===== src/rtl/lbist_pkg.sv =====
// Shared encodings for the LBIST pattern counter: end-of-count modes,
// controller states and the datapath operation select.
package lbist_pkg;

  localparam logic [1:0] MODE_WRAP    = 2'b00;
  localparam logic [1:0] MODE_SAT     = 2'b01;
  localparam logic [1:0] MODE_ONESHOT = 2'b10;

  localparam logic [0:0] ST_IDLE = 1'b0;
  localparam logic [0:0] ST_RUN  = 1'b1;

  typedef enum logic [1:0] {
    OP_HOLD = 2'b00,
    OP_LOAD = 2'b01,
    OP_SET  = 2'b10,
    OP_STEP = 2'b11
  } cnt_op_e;

endpackage


===== src/rtl/lbist_pattern_counter_if.sv =====
// Control/status bundle between the BIST controller (master) and the
// pattern counter (slave).
interface lbist_pattern_counter_if #(
  parameter int BITS = 8
) ();

  logic            start;
  logic            stop;
  logic            inc;
  logic            load;
  logic [BITS-1:0] load_val;
  logic [BITS-1:0] term;
  logic [1:0]      mode;
  logic            dir;
  logic [BITS-1:0] counter;
  logic            busy;
  logic            done;
  logic            at_end;
  logic            ovf;

  modport master (
    output start, stop, inc, load, load_val, term, mode, dir,
    input  counter, busy, done, at_end, ovf
  );

  modport slave (
    input  start, stop, inc, load, load_val, term, mode, dir,
    output counter, busy, done, at_end, ovf
  );

endinterface


===== src/rtl/lbist_count_core.sv =====
// Up/down count register with clamped load, plus the end-value compare
// (live for the FSM, registered for the at_end flag).
module lbist_count_core
  import lbist_pkg::*;
#(
  parameter int BITS = 8
) (
  input  logic            clk,
  input  logic            rst,
  input  cnt_op_e         i_op,
  input  logic            i_down,
  input  logic [BITS-1:0] i_load_val,
  input  logic [BITS-1:0] i_clamp,
  input  logic [BITS-1:0] i_set_val,
  input  logic [BITS-1:0] i_end_cur,
  input  logic [BITS-1:0] i_end_next,
  output logic [BITS-1:0] o_count,
  output logic            o_at_end,
  output logic            o_at_end_now
);

  logic [BITS-1:0] r_count;
  logic            r_at_end;
  logic [BITS-1:0] w_count_next;

  always_comb begin
    w_count_next = r_count;
    case (i_op)
      OP_LOAD: w_count_next = (i_load_val > i_clamp) ? i_clamp : i_load_val;
      OP_SET:  w_count_next = i_set_val;
      OP_STEP: w_count_next = i_down ? (r_count - BITS'(1)) : (r_count + BITS'(1));
      default: w_count_next = r_count;
    endcase
  end

  // at_end only refreshes on a counter write, so it stays low out of reset
  always_ff @(posedge clk or negedge rst) begin
    if (!rst) begin
      r_count  <= '0;
      r_at_end <= 1'b0;
    end else if (i_op != OP_HOLD) begin
      r_count  <= w_count_next;
      r_at_end <= (w_count_next == i_end_next);
    end
  end

  assign o_count      = r_count;
  assign o_at_end     = r_at_end;
  assign o_at_end_now = (r_count == i_end_cur);

endmodule


===== src/rtl/lbist_pattern_counter.sv =====
// LBIST pattern/session counter: IDLE/RUN control, sampled session config
// and the done/ovf flags around the lbist_count_core datapath.
module lbist_pattern_counter
  import lbist_pkg::*;
#(
  parameter int BITS = 8
) (
  input  logic                    clk,
  input  logic                    rst,
  lbist_pattern_counter_if.slave  bus
);

  logic [0:0]      r_state;
  logic [1:0]      r_mode;
  logic            r_dir;
  logic [BITS-1:0] r_term;
  logic            r_done;
  logic            r_ovf;

  logic [0:0]      w_state_next;
  logic [1:0]      w_mode_next;
  logic            w_dir_next;
  logic [BITS-1:0] w_term_next;
  logic            w_done_next;
  logic            w_ovf_next;
  cnt_op_e         w_op;
  logic [BITS-1:0] w_set_val;
  logic [BITS-1:0] w_clamp;
  logic [BITS-1:0] w_end_cur;
  logic [BITS-1:0] w_end_next;
  logic [BITS-1:0] w_count;
  logic            w_at_end;
  logic            w_at_end_now;
  logic            w_near_end;

  assign w_end_cur  = r_dir ? '0 : r_term;
  assign w_end_next = w_dir_next ? '0 : w_term_next;
  assign w_clamp    = (r_state == ST_IDLE) ? bus.term : r_term;
  assign w_near_end = r_dir ? (w_count == BITS'(1)) : (w_count == r_term - BITS'(1));

  always_comb begin
    w_state_next = r_state;
    w_mode_next  = r_mode;
    w_dir_next   = r_dir;
    w_term_next  = r_term;
    w_done_next  = 1'b0;
    w_ovf_next   = r_ovf;
    w_op         = OP_HOLD;
    w_set_val    = r_dir ? r_term : '0;

    if (bus.stop) begin
      w_state_next = ST_IDLE;
    end else if (bus.load) begin
      w_op = OP_LOAD;
    end else if (bus.start) begin
      w_mode_next  = bus.mode;
      w_dir_next   = bus.dir;
      w_term_next  = bus.term;
      w_ovf_next   = 1'b0;
      w_state_next = ST_RUN;
      w_op         = OP_SET;
      w_set_val    = bus.dir ? bus.term : '0;
    end else if (bus.inc && (r_state == ST_RUN)) begin
      if (!w_at_end_now) begin
        w_op = OP_STEP;
        // saturate reports completion on the step that lands on end
        w_done_next = (r_mode == MODE_SAT) && w_near_end;
      end else if (r_mode == MODE_WRAP) begin
        w_op        = OP_SET;
        w_done_next = 1'b1;
      end else if (r_mode == MODE_SAT) begin
        w_ovf_next = 1'b1;
      end else begin
        w_done_next  = 1'b1;
        w_state_next = ST_IDLE;
      end
    end
  end

  always_ff @(posedge clk or negedge rst) begin
    if (!rst) begin
      r_state <= ST_IDLE;
      r_mode  <= MODE_WRAP;
      r_dir   <= 1'b0;
      r_term  <= '0;
      r_done  <= 1'b0;
      r_ovf   <= 1'b0;
    end else begin
      r_state <= w_state_next;
      r_mode  <= w_mode_next;
      r_dir   <= w_dir_next;
      r_term  <= w_term_next;
      r_done  <= w_done_next;
      r_ovf   <= w_ovf_next;
    end
  end

  lbist_count_core #(
    .BITS(BITS)
  ) u_core (
    .clk          (clk),
    .rst          (rst),
    .i_op         (w_op),
    .i_down       (r_dir),
    .i_load_val   (bus.load_val),
    .i_clamp      (w_clamp),
    .i_set_val    (w_set_val),
    .i_end_cur    (w_end_cur),
    .i_end_next   (w_end_next),
    .o_count      (w_count),
    .o_at_end     (w_at_end),
    .o_at_end_now (w_at_end_now)
  );

  assign bus.counter = w_count;
  assign bus.at_end  = w_at_end;
  assign bus.busy    = (r_state == ST_RUN);
  assign bus.done    = r_done;
  assign bus.ovf     = r_ovf;

endmodule


===== src/flat_wrapper.sv =====
// flat-port wrapper written by rule: the top's interface ports become plain ports
module lbist_pattern_counter_flat import lbist_pkg::*;
#(
  parameter int BITS = 8
)
  (clk, rst, bus_start, bus_stop, bus_inc, bus_load, bus_load_val, bus_term, bus_mode, bus_dir, bus_counter, bus_busy, bus_done, bus_at_end, bus_ovf);
  lbist_pattern_counter_if #(.BITS(BITS)) bus_i ();
  input  logic clk;
  input  logic rst;
  input wire logic [$bits(bus_i.start)-1:0] bus_start;
  input wire logic [$bits(bus_i.stop)-1:0] bus_stop;
  input wire logic [$bits(bus_i.inc)-1:0] bus_inc;
  input wire logic [$bits(bus_i.load)-1:0] bus_load;
  input wire logic [$bits(bus_i.load_val)-1:0] bus_load_val;
  input wire logic [$bits(bus_i.term)-1:0] bus_term;
  input wire logic [$bits(bus_i.mode)-1:0] bus_mode;
  input wire logic [$bits(bus_i.dir)-1:0] bus_dir;
  output wire logic [$bits(bus_i.counter)-1:0] bus_counter;
  output wire logic [$bits(bus_i.busy)-1:0] bus_busy;
  output wire logic [$bits(bus_i.done)-1:0] bus_done;
  output wire logic [$bits(bus_i.at_end)-1:0] bus_at_end;
  output wire logic [$bits(bus_i.ovf)-1:0] bus_ovf;
  assign bus_i.start = bus_start;
  assign bus_i.stop = bus_stop;
  assign bus_i.inc = bus_inc;
  assign bus_i.load = bus_load;
  assign bus_i.load_val = bus_load_val;
  assign bus_i.term = bus_term;
  assign bus_i.mode = bus_mode;
  assign bus_i.dir = bus_dir;
  assign bus_counter = bus_i.counter;
  assign bus_busy = bus_i.busy;
  assign bus_done = bus_i.done;
  assign bus_at_end = bus_i.at_end;
  assign bus_ovf = bus_i.ovf;
  lbist_pattern_counter #(.BITS(BITS)) u_core (.clk(clk), .rst(rst), .bus(bus_i));
endmodule

===== config.mk =====
export PLATFORM = sky130hd
export DESIGN_NAME = lbist_pattern_counter_flat
export DESIGN_NICKNAME = d
export VERILOG_FILES = /design/src/rtl/lbist_pkg.sv /design/src/rtl/lbist_pattern_counter_if.sv /design/src/rtl/lbist_count_core.sv /design/src/rtl/lbist_pattern_counter.sv /design/src/flat_wrapper.sv
export SDC_FILE = /design/constraint.sdc
export NUM_CORES = 1
export LEC_CHECK = 0
export ABC_AREA = 1
export BUFFER_PORTS_ARGS = -buffer_cell sky130_fd_sc_hd__buf_4
export CAP_MARGIN = 20
export CORE_MARGIN = 4
export CORE_UTILIZATION = 62
export DETAILED_ROUTE_END_ITERATION = 16
export GPL_TIMING_DRIVEN = 1
export PLACE_DENSITY = 0.91
export SLEW_MARGIN = 10
export SYNTH_ARGS = -nofsm -noshare
export SYNTH_HDL_FRONTEND = slang
export SYNTH_SLANG_ARGS = --single-unit

===== constraint.sdc =====
create_clock -name clk -period 7.1 [get_ports clk]
set_input_delay 1.065 -clock clk [delete_from_list [all_inputs] [get_ports clk]]
set_output_delay 1.065 -clock clk [all_outputs]
set_load 0.1 [all_outputs]

==> metrics <==
Final setup viols 0; period utilization 44.59%; post-cts sizing count 0; crit-path max FO 13; initial antenna violation count 0; Setup Fix Bufs, Post-CTS 0; Detail Placement HPWL 5780 µm; GP Congestion 1.004; commonest non-fill, non-tap cell in the layout nand2_1; number of nets in the layout 468; remaining antenna violation count 0; CP delay by family, top simple AND/OR/NAND/NOR gates; Hold Crit Class register to register; Tot Pwr 0.0006861 W; slowest cell delay on critical path 310 ps; power per cell area 250.8 mW/mm²; Worst setup EP type register; post-synth cell types 33; drt wl/cell 15.10 µm; Initial DRC Count 327; clock latency on the worst-skew pair 270 ps; fmax 0.3159 GHz; first-pass GRT wire length 12,230 µm; dpl cells 474; Root Buffer clkbuf_8; Top Metal Used met4; cell depth of the worst flop-to-flop path 20; # fillers 341; Congestion Overflow GR 0; Mapped Avg Cell Area 6.066 µm²; number of synthesized flops with an enable pin 0; leading cell types in the layout, fill and taps excluded nand2_1 (132), inv_1 (46), nand3_1 (42), o21ai_0 (36), buf_4 (36); P_leak 1.462 nW; Routed WL 7217 µm; Initial Util 65.45%; wire length on met3 669 µm; Area growth, synth to finish 12.50%; Slew headroom 56.60%; clock edge transition at the registers on the reported setup and hold paths 80 ps; share of cells above drive strength 1 10.93%; Std-Cell Core Area 0.003716 mm²; Chip Width 70.64 µm; RSZ-0062 raised after global routing no; post-synthesis async set-or-reset flop share 100.0%; vias in the first global route 2,619; slowest cell on the critical path ha_1; M1 WL 3040 µm; post-synthesis sequential area ratio 23.66%; Detail Route met2 WL 3215 µm; synthesized net count 438; CP cell instances buf_4, o21ai_0, ha_1, inv_1, nor2_1, o21ai_0, nand2_1, nand2_1, nand2_1, nand2_1, nand2_1, o21ai_0, nand2_1, nand4_1, nor2_1, nor2_1, nand2_1, nor2_1, nand2_1, nand2_1; sink count of the clock tree 23; H-tree Lvls 1; iteration count of the initial detailed-routing pass 9; Via-to-Cell Ratio 5.699; Worst VDD drop 126.4 µV; Ant. Diodes 0; Fin. Hold Viols 0; Critical R2R Launch u_core.bus.busy$_DFFE_PN0P_; final core occ 73.64%; count of boundary I/O pins 37; cts hold-fix bufs 0; synth warn 0; Site Rows 22; pin count of the biggest net entering global routing 24; worst slew pin tran 646.0 ps; Max Slew Vio Count 0; vias post-DR 2,724; Reg2Reg Setup Slack 4110 ps; final setup TNS 0 ps; startpoint types input pin; status completed; Worst EP required 7320 ps; Synth Register Bits 23; CTS buffer count 3; WP depth 20; Critical Path Most Common Cell nand2_1; clock skew after layout 0.8560 ps; DRC viols 0; Worst Setup EP u_core.u_core.o_at_end$_DFFE_PN0P_; crit path DAT 3380 ps; critical path launch point bus_term[1]; All-Layer GR Usage 30.63%; number of max-cap violations 0; Synth Cell Area 0.002432 mm²; die area 0.004989 mm²; Max Root-Sink Buffers 2; r2r endpoint u_core.u_core.o_at_end$_DFFE_PN0P_; Register Area 575.6 µm²; dominant synthesized flop cell dfrtp_1; area of the multi-input gates 0.001597 mm²; Port Buffer Count 36; buffers and inverters on the worst path 2; Post-Synthesis Cells 401; fin crit period 3166 ps; crit path kind input pin to register; Post-Layout Cell Count 478; CTS tree built; Die H 70.64 µm
## worst min path at each step
stage	from	end	cells past startpoint
finish	u_core.u_core.o_at_end$_DFFE_PN0P_	u_core.u_core.o_at_end$_DFFE_PN0P_	2
global placement	u_core.u_core.o_at_end$_DFFE_PN0P_	u_core.u_core.o_at_end$_DFFE_PN0P_	2
global route	u_core.u_core.o_at_end$_DFFE_PN0P_	u_core.u_core.o_at_end$_DFFE_PN0P_	2
detailed placement	u_core.u_core.o_at_end$_DFFE_PN0P_	u_core.u_core.o_at_end$_DFFE_PN0P_	2
CTS	u_core.u_core.o_at_end$_DFFE_PN0P_	u_core.u_core.o_at_end$_DFFE_PN0P_	2
floorplan	u_core.r_mode[1]$_DFFE_PN0P_	u_core.r_mode[1]$_DFFE_PN0P_	2
## synthesized netlist by cell type, types with 2 or more instances
master / instances / area [µm²]
inv_1: 46 / 172.7
and2_1: 2 / 12.51
nand2_1: 132 / 495.5
dfrtp_1: 23 / 575.6
nand3_1: 42 / 210.2
o21ai_0: 36 / 180.2
nor3_1: 5 / 25.02
xor2_1: 13 / 113.9
ha_1: 12 / 150.1
xnor2_1: 2 / 17.52
nor2_1: 33 / 123.9
nand4_1: 13 / 81.33
a21oi_1: 7 / 35.03
nand2_2: 2 / 12.51
buf_2: 3 / 15.01
clkbuf_1: 4 / 15.01
buf_6: 3 / 33.78
clkinv_1: 2 / 7.510
nand3b_1: 2 / 15.01
o22ai_1: 6 / 37.54
## per-stage QoR
| stage | cell area [µm²] | setup WS (ps) | hold WS (ps) |
|---|---|---|---|
| floorplan | 2432 | 3753 | 485.6 |
| global placement | 2691 | 3732 | 500.5 |
| detailed placement | 2691 | 3674 | 487.1 |
| CTS | 2736 | 3956 | 515.7 |
| global route | 2736 | 3556 | 555.3 |
| finish | 2736 | 3934 | 514.1 |
## registers in the layout (all words and copies together), names as in the netlist
register / cells
u_core.bus.busy: 1
u_core.u_core.o_count: 8
u_core.bus.done: 1
u_core.u_core.o_at_end: 1
u_core.r_dir: 1
u_core.bus.ovf: 1
u_core.r_mode: 2
u_core.r_term: 8
## worst min-delay path, stage by stage (launching register included)
cell and delay, ps:
dfrtp_1 370, nand2_1 60, nand2_1 60
## kinds of logic (layout without fill, tap and decap cells)
kind of cell | count (synthesis) | in the layout | synth area share, %
fa+ha+maj | 12 | 12 | 6.173
xor+xnor | 15 | 15 | 5.401
buf+inv | 61 | 90 | 10.70
flops | 23 | 23 | 23.66
compound gates | 55 | 55 | 12.55
simple gates | 235 | 235 | 41.51
## cell type report
class / count / share of cell area, %
clock buffers: 4 / 1.646
inverters: 50 / 6.904
multi-input cells: 317 / 58.34
flip-flops and latches: 23 / 21.03
well taps: 48 / 2.195
repair buffers: 36 / 9.877
## metal layers
layer  GRT usage (%)  up-vias
met5               0        -
met2           47.61      147
met4           17.75        0
li1                -     1361
met1           40.77     1191
met3           4.119       25
## report_power, final
group | switching (W) | total [W] | leakage, nW | internal [W]
clock | 0.0000458 | 0.0000860 | 0.0228 | 0.0000402
combinational | 0.000280 | 0.000397 | 1.15 | 0.000117
sequential | 0.0000495 | 0.000203 | 0.285 | 0.000153
total | 0.000376 | 0.000686 | 1.46 | 0.000311
Note: power is estimated with default switching activity, not from simulation.
